File: config.mk
export PLATFORM = sky130hd
export DESIGN_NAME = i2s_encoder
export DESIGN_NICKNAME = d
export VERILOG_FILES = /design/src/rtl/i2s_encoder.sv
export SDC_FILE = /design/constraint.sdc
export NUM_CORES = 1
export LEC_CHECK = 0
export CAP_MARGIN = 20
export CORE_ASPECT_RATIO = 1.1
export CORE_MARGIN = 1.5
export CORE_UTILIZATION = 50
export DETAILED_ROUTE_END_ITERATION = 10
export MAX_ROUTING_LAYER = met4
export PLACE_DENSITY = 0.73
export SLEW_MARGIN = 0
export SYNTH_ARGS = -nofsm -noshare
export SYNTH_HDL_FRONTEND = slang
export SYNTH_SLANG_ARGS = --single-unit
export TNS_END_PERCENT = 30
File: constraint.sdc
create_clock -name clk -period 3.6 [get_ports clk]
set_input_delay 0.72 -clock clk [delete_from_list [all_inputs] [get_ports clk]]
set_output_delay 0.72 -clock clk [all_outputs]
set_load 0.01 [all_outputs]
File: src/rtl/i2s_encoder.sv
// Free-running Philips I2S transmitter: divides clk into LRCLK and BCLK and
// shifts out one coherent 16-bit left/right sample pair per frame, MSB-first.
module i2s_encoder #(
    parameter logic [9:0] LRCLK_DIV = 10'd511,
    parameter logic [3:0] BCLK_DIV  = 4'd3
) (
    input  logic        clk,
    input  logic        rst,
    input  logic [15:0] r_chan_i,
    input  logic [15:0] l_chan_i,
    output logic        lrclk_o,
    output logic        bclk_o,
    output logic        dacdat_o
);

    localparam logic [10:0] FRAME_LEN = {1'b0, LRCLK_DIV} + 11'd1;
    localparam logic [9:0]  HALF_LEN  = FRAME_LEN[10:1];
    localparam logic [4:0]  BCLK_LEN  = {1'b0, BCLK_DIV} + 5'd1;
    localparam logic [3:0]  BCLK_HALF = BCLK_LEN[4:1];

    logic [9:0]  fc_q, fc_d;
    logic [3:0]  bc_q, bc_d;
    logic [9:0]  slot_q, slot_d;
    logic [15:0] lhold_q, rhold_q;
    logic        lrclk_q, lrclk_d;
    logic        bclk_q, bclk_d;
    logic        dacdat_q, dacdat_d;

    logic [15:0] hold_sel;
    logic [3:0]  bit_idx;

    // Counter next state; slot realigns at both half-frame boundaries.
    always_comb begin
        fc_d   = (fc_q == LRCLK_DIV) ? 10'd0 : fc_q + 10'd1;
        bc_d   = (bc_q == BCLK_DIV) ? 4'd0 : bc_q + 4'd1;
        slot_d = slot_q;
        if (fc_d == 10'd0 || fc_d == HALF_LEN) begin
            slot_d = 10'd0;
        end else if (bc_q == BCLK_DIV) begin
            slot_d = slot_q + 10'd1;
        end
    end

    // Outputs decode the current counter state and are registered below,
    // which gives the fixed one-clk lag; slot 0 is the I2S one-bit delay.
    always_comb begin
        lrclk_d  = (fc_q >= HALF_LEN);
        bclk_d   = (bc_q >= BCLK_HALF);
        hold_sel = lrclk_d ? rhold_q : lhold_q;
        bit_idx  = 4'(5'd16 - slot_q[4:0]);
        dacdat_d = 1'b0;
        if (slot_q != 10'd0 && slot_q <= 10'd16) begin
            dacdat_d = hold_sel[bit_idx];
        end
    end

    // NOTE: state registers use non-blocking assignments so every register
    // samples the pre-edge values, independent of statement order.
    always_ff @(posedge clk) begin
        if (rst) begin
            fc_q     <= '0;
            bc_q     <= '0;
            slot_q   <= '0;
            lhold_q  <= '0;
            rhold_q  <= '0;
            lrclk_q  <= 1'b0;
            bclk_q   <= 1'b0;
            dacdat_q <= 1'b0;
        end else begin
            fc_q     <= fc_d;
            bc_q     <= bc_d;
            slot_q   <= slot_d;
            lrclk_q  <= lrclk_d;
            bclk_q   <= bclk_d;
            dacdat_q <= dacdat_d;
            // Both channels latch on the same edge so the pair stays coherent.
            if (fc_q == 10'd0) begin
                lhold_q <= l_chan_i;
                rhold_q <= r_chan_i;
            end
        end
    end

    assign lrclk_o  = lrclk_q;
    assign bclk_o   = bclk_q;
    assign dacdat_o = dacdat_q;

endmodule

==> flow_summary_export.csv, run 1 <==
group,metric,value,unit
drt,vias,2329,
drt,avgViaCountPerCell,5.23,
yosys,yosys_warnings,0,
yosys,ys_top_cells_by_area,"dfxtp_1 (42%), nand2_1 (9.7%), a21oi_1 (7.6%)",
layout,antennaDiodeCount,0,
sta,fin_setup_tns,0,ns
sta,finalHoldViolations,0,
run_status,status,"finished, final reports clean",
clock_tree,post_cts_buffers,0,
power,ir_drop,0.243,mV
drt,routed_wl,5600,um
hold_path,hold_depth,2,
power,powerDensity,442,nW/um2
drt,wire_per_inst,12.6,um
power,clkPwrFrac,35.7,%
layout,multi_input_area,1500,um2
clock_tree,insertion_delay,0.35,ns
global_route,grt_usage,21.2,%
global_route,antenna_found_initial,0,
worst_setup_path,end_kind,"flop",
clock_tree,cts-htree-levels,3,
power,p_leak,1.31,nW
worst_setup_path,reg2reg_to,"dacdat_o",
sta,finalCritPeriodShare,57.0,%
sta,slew_violations,0,
hold_path,min_to,"lhold_q[4]",
worst_setup_path,critical_path.max_stage_delay,0.62,ns
drt,drt_iter0_drc,100,
sta,worst_slew_pin_slew,0.534,ns
yosys,seq_area_frac_synth,41.8,%
layout,final_common_cell,"nand2_1",
global_route,grt_pass1_vias,2069,
floorplanning,die_y,81.8,um
worst_setup_path,critPathSlowestCell,"clkdlybuf4s50_1",
hold_path,hold_path.class,"reg -> reg",
drt,antenna_left,0,
place,dp_hpwl,3880,um
clock_tree,cts_buffers,9,
global_route,grt_first_pass_wirelength,9410,um
worst_setup_path,arrival,2.33,ns
worst_setup_path,cp_cell_sequence,"clkdlybuf4s50_1 -> buf_4 -> a2111oi_0 -> o21ai_0 -> a21oi_1",
layout,regArea,1180,um2
floorplanning,rows,28,
power,comb_power_share,15.1,%
yosys,async_flop_share,0,%
global_route,gr-total-overflow,0,
global_route,grt_max_degree,41,
clock_tree,cts_tree,"done",
power,p_sw,0.000398,W
sta,setup_viol,0,
sta,rsz0062_at_grt,"no",
layout,layout-drive-gt1-share,6.76,%
layout,n_fill_cell,501,
worst_setup_path,ff2ff_path_depth,7,
yosys,synth_nets,378,
yosys,synth_top_area_share,41.8,%
clock_tree,clockBufferDepth,2,
floorplanning,io_pins,37,
place,port-buffer-count,36,
yosys,netlist_instances,338,
sta,relSlewSlack,64.4,%
floorplanning,dieArea,6110,um2
drt,drtPass1Iterations,4,
worst_setup_path,cp_max_fo,40,
yosys,synth_edf_count,0,
yosys,ys_types,49,
yosys,syn_area_per_cell,8.35,um2
worst_setup_path,cp-start-kind,"primary input",
worst_setup_path,r2r-start,"slot_q[0]",
yosys,ys.flop_type,"dfxtp_1",
sta,timing.final.crit_period,2.05,ns
clock_tree,cts_resized,0,
sta,clock_skew,0.00506,ns
hold_path,min_from,"lhold_q[4]",
clock_tree,clk_pin_slew,0.06,ns
run,max_cap_violations,0,
worst_setup_path,cp.required,3.88,ns
power,internal_power,0.00109,W
floorplanning,fp.dieW,74.6,um
clock_tree,ctsRootBufferMaster,"clkbuf_8",
layout,nets,405,
power,p_sw_share,26.7,%
place,place_ws,1.18,ns
drt,drc_errors,0,
worst_setup_path,critical_path_class,"in -> reg",
floorplanning,core-area,5430,um2
layout,layout_common_cells,"nand2_1 (73), dfxtp_1 (59), a21oi_1 (43), clkdlybuf4s50_1 (36), nor2_1 (23)",
worst_setup_path,ff2ff_setup_slack,1.56,ns
place,gp_congestion,0.823,
clock_tree,cts.sinks,59,
power,seq_power_share,49.2,%
clock_tree,hold_buffers,0,
layout,area_delta_synth_final,19.8,%
yosys,synth_top_area_cell,"dfxtp_1",
sta,timing.fmax,488,MHz
floorplanning,start_util,52.0,%
sta,setup_slack,1.55,ns
yosys,ys_ff_latch,59,
yosys,syn_area,2820,um2
## power groups by stage
stage | Clock [W] | Combinational (W) | Sequential [W]
2_1_floorplan | 0 | 0.000153 | 0.000735
3_3_place_gp | 0 | 0.000210 | 0.000748
3_5_place_dp | 0 | 0.000213 | 0.000749
4_1_cts | 0.000545 | 0.000214 | 0.000735
5_1_grt | 0.000576 | 0.000256 | 0.000740
6_report | 0.000532 | 0.000226 | 0.000734
## metal layers
metal,track usage [%],share of wire [%],up-vias
li1,-,-,1213
met1,25.9,47,1059
met2,32.1,47,44
met3,5.77,3.7,13
met4,10.5,2.3,0
met5,-,0,-
## worst max-delay path: cells and delay by family
| family | cells | cell delay [ns] |
|---|---|---|
| buffers and inverters | 2 | 0.99 |
| AO/OA/AOI/OAI | 3 | 0.61 |
## synth_stat cells, types with 2 or more instances
cell type,count
buf_4,2
xor2_1,13
mux2i_1,10
nand3_1,6
nor4_1,2
clkbuf_1,11
xnor2_1,6
a21oi_1,43
inv_1,7
a22oi_1,2
a211oi_1,9
and3_1,5
buf_2,8
o21a_1,8
nand2b_1,3
a2111oi_0,5
nor2_1,23
ha_1,6
nand3b_1,3
dfxtp_1,59
o21ai_0,2
nor3_1,3
nand4_1,4
nand2_1,73
## stage by stage
stage               hold WS, ns  total power (W)  std cells  area, um2  utilization (%)
floorplan                 0.436         0.000888        338       2820                -
global placement          0.443         0.000957        428       3180             58.6
detailed placement        0.448         0.000962        428       3180             58.6
CTS                       0.456          0.00149        444       3350             61.8
global route              0.478          0.00157        445       3380             62.3
finish                    0.453          0.00149        445       3380             62.3
## flip-flops by register name (all words and copies together), names as in the netlist
| register | cells |
|---|---|
| lhold_q | 16 |
| rhold_q | 16 |
| fc_q | 10 |
| slot_q | 10 |
| bc_q | 4 |
| bclk_o | 1 |
| dacdat_o | 1 |
| lrclk_o | 1 |
## how the worst max path moves through the flow
stage | from | to | slack [ns] | cells after the start
2_1_floorplan | slot_q[0] | dacdat_o | 1.76 | 8
3_3_place_gp | rst | dacdat_o | 1.21 | 5
3_5_place_dp | rst | dacdat_o | 1.18 | 5
4_1_cts | fc_q[8] | lhold_q[2] | 1.29 | 4
5_1_grt | fc_q[8] | dacdat_o | 1.33 | 5
6_report | rst | dacdat_o | 1.55 | 5
## logic make-up after synthesis
kind of cell / synth area share, %
mux: 3.55
fa+ha+maj: 2.66
compound gates: 17.7
xor+xnor: 5.90
flops: 41.8
simple gates: 23.5
buf+inv: 4.88
## final cells by class
cell class,instances,area share [%]
Clock inverter,2,0.296
Tap cell,75,2.78
Timing Repair Buffer,39,11.9
Sequential cell,59,34.9
Inverter,7,0.777
Multi-Input combinational cell,249,44.5
Clock buffer,14,4.81
(Power assumes the default switching activity.)
==> run 2: changes to the inputs <==
clock period = 1.9 ns   (was 3.6 ns; I/O delays follow)
==> run 2 against run 1 <==
Compared with the run above: routed wire length grew 6.1%; sequential share of layout area shrank 1.0 points; register-to-register slack lost 1.5 ns; count of clock-buffer cells in the layout shrank 2; highest routed layer unchanged; largest cell class unchanged; final cell count grew 2.0%; largest power group unchanged; critical endpoint unchanged.
==> flow_summary_export.csv, run 2 (synthesis results as in run 1) <==
group,metric,value,unit
run_status,status,"finished, final reports clean",
clock_tree,insertion_delay,0.34,ns
worst_setup_path,cp_cell_sequence,"inv_1 -> ha_2 -> nand2b_4 -> a211oi_1 -> a2111oi_1 -> a22oi_1 -> a21oi_1",
drt,vias,2429,
global_route,grt_usage,22.2,%
worst_setup_path,cp_max_fo,5,
layout,reg.largest.list,"lhold_q: 16 flops, rhold_q: 16 flops",
sta,timing.hold.ws,0.453,ns
drt,antenna_left,0,
clock_tree,clk_pin_slew,0.06,ns
clock_tree,cts_tree,"done",
place,dp_hpwl,4120,um
run,max_cap_violations,0,
layout,nets,415,
power,p_leak,1.37,nW
worst_setup_path,cp_top_family,"compound AO/OA/AOI/OAI gates",
drt,wire_per_inst,13.1,um
clock_tree,ctsRootBufferMaster,"clkbuf_8",
sta,relSlewSlack,70.2,%
floorplanning,start_util,52.0,%
power,ir_drop,0.475,mV
sta,slew_violations,0,
drt,drt_iter0_drc,117,
drt,drc_errors,0,
hold_path,hold_path.class,"reg -> reg",
drt,routed_wl,5940,um
sta,finalCritPeriodShare,95.1,%
power,powerDensity,831,nW/um2
floorplanning,die_y,81.8,um
worst_setup_path,critical_path_class,"reg -> reg",
clock_tree,cts-htree-levels,3,
drt,drtPass1Iterations,4,
floorplanning,rows,28,
layout,final_util,64.4,%
place,dp.cells,437,
worst_setup_path,cp-start-kind,"flop",
layout,antennaDiodeCount,0,
sta,worst_slew_pin_slew,0.446,ns
floorplanning,dieArea,6110,um2
place,port-buffer-count,36,
global_route,grt_pass1_vias,2185,
clock_tree,cts.sinks,59,
worst_setup_path,critical_path.max_stage_delay,0.38,ns
sta,rsz0062_at_grt,"yes",
worst_setup_path,end_kind,"flop",
floorplanning,io_pins,37,
floorplanning,core-area,5430,um2
global_route,grt_max_degree,41,
layout,layout-drive-gt1-share,11.1,%
layout,n_fill_cell,480,
sta,setup_viol,0,
layout,final_common_cell,"nand2_1",
layout,finalNonFillerCells,454,
clock_tree,clockBufferDepth,2,
place,gp_congestion,0.826,
sta,setup_slack,0.0935,ns
sta,timing.fmax,554,MHz
worst_setup_path,arrival,2.07,ns
worst_setup_path,critPathSlowestCell,"ha_2",
worst_setup_path,cp.required,2.16,ns
power,fin_total_pwr,0.00291,W
sta,clock_skew,0.00731,ns
global_route,grt_first_pass_wirelength,9920,um
place,place_ws,0.0205,ns
sta,timing.final.crit_period,1.81,ns
worst_setup_path,path_buf_inv,1,
global_route,gr-total-overflow,0,
floorplanning,fp.dieW,74.6,um
drt,avgViaCountPerCell,5.35,
layout,multi_input_area,1530,um2
sta,finalHoldViolations,0,
layout,area_delta_synth_final,23.8,%
clock_tree,cts_buffers,9,
layout,regArea,1190,um2
layout,layout_common_cells,"nand2_1 (73), dfxtp_1 (55), a21oi_1 (43), clkdlybuf4s50_1 (36), nor2_1 (23)",
global_route,antenna_found_initial,0,
run 2: cell count changes in the layout (fill, tap and decap cells not counted), sizes merged:
cell,before,now
bufinv,0,1
buf,3,13
clkbuf,14,12
run 2: routing by layer:
metal | wire length, um | up-vias | GRT usage [%]
met5 | 0 | - | -
met4 | 134 | 0 | 9.82
met3 | 286 | 13 | 6.38
met2 | 2910 | 57 | 35.1
met1 | 2600 | 1121 | 26.3
li1 | - | 1238 | -
run 2: area by class of cell:
type	instances	area share, %
well taps	75	2.68
clock inverters	3	1.15
repair buffers	49	13.8
multi-input cells	249	43.8
flip-flops and latches	59	33.9
inverters	7	0.752
clock buffers	12	3.87
run 2: worst reg2reg max path, delay by kind of cell, from the launching register on:
family | cells | cell delay, ns
AO/OA/AOI/OAI | 4 | 0.76
adder cells (fa/ha/maj) | 1 | 0.38
flip-flops | 1 | 0.36
AND/OR/NAND/NOR | 1 | 0.16
buffers and inverters | 1 | 0.07
run 2: timing repair:
action	CTS	global route
resized for setup	1	11
buffers inserted	2	0
hold buffers	0	0
pin swaps	1	1
endpoints found under the setup margin	11	11
endpoints found under the hold margin	0	0
run 2: worst paths after layout:
kind	from	end	slack, ns	cells after the start
setup reg to reg	slot_q[1]	dacdat_o	0.09	7
setup / recovery	slot_q[1]	dacdat_o	0.09	7
hold reg to reg	rhold_q[11]	rhold_q[11]	0.45	2
hold / removal	rhold_q[11]	rhold_q[11]	0.45	2
run 2: through the flow:
step           instance area [um2]  TNS [ns]
4_1_cts                       3460         0
5_1_grt                       3500   -0.0115
3_5_place_dp                  3270         0
2_1_floorplan                 2820         0
6_report                      3500         0
3_3_place_gp                  3270         0
run 2: power breakdown:
group	total (W)	switching, W	internal, W	leakage, nW
Combinational	0.000463	0.000233	0.000230	0.793
Sequential	0.00139	0.0000614	0.00133	0.484
Clock	0.00105	0.000459	0.000595	0.0902
Total	0.00291	0.000753	0.00215	1.37
==> run 3: changes to the inputs <==
CORE_UTILIZATION = 55   (was 50)
PLACE_DENSITY = 0.8   (was 0.73)
==> run 3 against run 2 <==
Compared with the run above: die area fell by 8.8%; clock skew fell by 0.0014 ns; utilization rose by 5.6 points; sequential cell count did not move; sequential share of layout area rose by 0.12 points; count of clock-buffer cells in the layout rose by 2; routed wire length rose by 1.8%; largest power group unchanged; final cell count fell by 3.5%.
==> flow_summary_export.csv, run 3 (synthesis results as in run 1) <==
group,metric,value,unit
run_status,status,"finished, final reports clean",
sta,slew_violations,0,
layout,antennaDiodeCount,0,
hold_path,min_to,"rhold_q[4]",
power,powerDensity,825,nW/um2
layout,final_common_cell,"nand2_1",
power,ir_drop,0.412,mV
run,max_cap_violations,0,
layout,reg.largest.list,"lhold_q: 16 flops, rhold_q: 16 flops",
layout,layout_common_cells,"nand2_1 (73), dfxtp_1 (57), a21oi_1 (43), clkdlybuf4s50_1 (36), nor2_1 (23)",
floorplanning,core-area,4970,um2
place,gp_congestion,0.855,
clock_tree,clockBufferDepth,2,
hold_path,hold_depth,2,
worst_setup_path,ff2ff_path_depth,5,
place,dp_hpwl,4290,um
power,p_leak,1.37,nW
clock_tree,cts.sinks,59,
drt,drt_iter0_drc,162,
clock_tree,clk_pin_slew,0.06,ns
hold_path,hold_path.class,"reg -> reg",
floorplanning,fp.dieW,71.3,um
clock_tree,insertion_delay,0.34,ns
floorplanning,io_pins,37,
worst_setup_path,arrival,2.03,ns
layout,n_fill_cell,417,
sta,setup_viol,0,
sta,finalHoldViolations,0,
drt,wire_per_inst,13.8,um
sta,worst_slew_pin_slew,0.463,ns
layout,fin_area,3480,um2
worst_setup_path,end_kind,"flop",
worst_setup_path,cp_max_fo,15,
floorplanning,die_y,78.1,um
global_route,grt_pass1_vias,2322,
drt,avgViaCountPerCell,5.51,
clock_tree,cts_buffers,9,
clock_tree,cts_tree,"done",
hold_path,min_from,"rhold_q[4]",
worst_setup_path,reg2reg_to,"dacdat_o",
layout,area_delta_synth_final,23.1,%
floorplanning,dieArea,5570,um2
global_route,grt_usage,24.3,%
worst_setup_path,cp.required,2.16,ns
worst_setup_path,r2r-start,"fc_q[8]",
sta,finalCritPeriodShare,92.9,%
global_route,grt_first_pass_wirelength,10300,um
clock_tree,cts-htree-levels,3,
layout,layout-drive-gt1-share,10.8,%
clock_tree,ctsRootBufferMaster,"clkbuf_8",
drt,drtPass1Iterations,5,
power,fin_total_pwr,0.00287,W
drt,vias,2414,
floorplanning,rows,27,
global_route,grt_max_degree,33,
sta,relSlewSlack,69.1,%
layout,nets,415,
drt,drc_errors,0,
worst_setup_path,ff2ff_setup_slack,0.13,ns
worst_setup_path,cp-start-kind,"flop",
sta,timing.final.crit_period,1.77,ns
sta,clock_skew,0.00587,ns
worst_setup_path,critical_path_class,"reg -> reg",
sta,timing.hold.ws,0.455,ns
drt,routed_wl,6050,um
floorplanning,start_util,56.8,%
global_route,gr-total-overflow,0,
place,port-buffer-count,36,
global_route,antenna_found_initial,0,
sta,timing.fmax,566,MHz
place,post_dp_cell_area,3260,um2
drt,antenna_left,0,
==> run 3: layout make-up <==
type	instances	area [um2]	share of cell area, %
Multi-Input combinational cell	249	1530	43.9
Sequential cell	59	1180	34.1
Timing Repair Buffer	49	495	14.3
Clock buffer	14	163	4.68
Tap cell	58	72.6	2.09
Inverter	7	26.3	0.756
Clock inverter	2	10.0	0.288
==> run 3: through the flow <==
stage          utilization (%)  TNS, ns  cells  worst slack [ns]
2_1_floorplan                -        0    338            0.0595
3_3_place_gp              65.6        0    421             0.123
3_5_place_dp              65.6        0    421            0.0420
4_1_cts                   69.1        0    437            0.0182
5_1_grt                   70.0  -0.0169    438           -0.0169
6_report                  70.0        0    438             0.134
==> run 3: worst max-delay path by stage <==
stage	from	endpoint	slack, ns	cells after the start
final	fc_q[8]	dacdat_o	0.13	5
after floorplan	slot_q[0]	dacdat_o	0.06	8
after CTS	fc_q[1]	slot_q[1]	0.02	6
after detailed placement	slot_q[1]	dacdat_o	0.04	7
after global routing	fc_q[8]	dacdat_o	-0.02	5
after global placement	rst	slot_q[6]	0.12	5
==> run 3: power by group <==
| group | switching [W] | total (W) | internal (W) |
|---|---|---|---|
| logic | 0.000241 | 0.000474 | 0.000233 |
| registers | 0.0000616 | 0.00139 | 0.00133 |
| clock network | 0.000464 | 0.00101 | 0.000541 |
==> run 3: critical path, stage by stage (launching register included) <==
cell,delay [ns]
dfxtp_1,0.39
nor2_4,0.42
mux2i_1,0.19
a2111oi_2,0.39
a22oi_1,0.14
a21oi_1,0.15
==> run 3: repair_timing <==
item	in CTS	in global routing
buffers inserted	0	1
endpoints found under the setup margin	1	11
hold buffers	0	0
pin swaps	0	1
hold endpoints to repair	0	0
gates resized for setup	1	8
==> run 3: per-layer routing <==
layer / vias up / GRT usage [%] / routed length (um)
met5: - / - / 0
met4: 0 / 10.9 / 150
met3: 17 / 4.62 / 221
met2: 55 / 37.8 / 2840
met1: 1107 / 30.6 / 2830
li1: 1235 / - / -
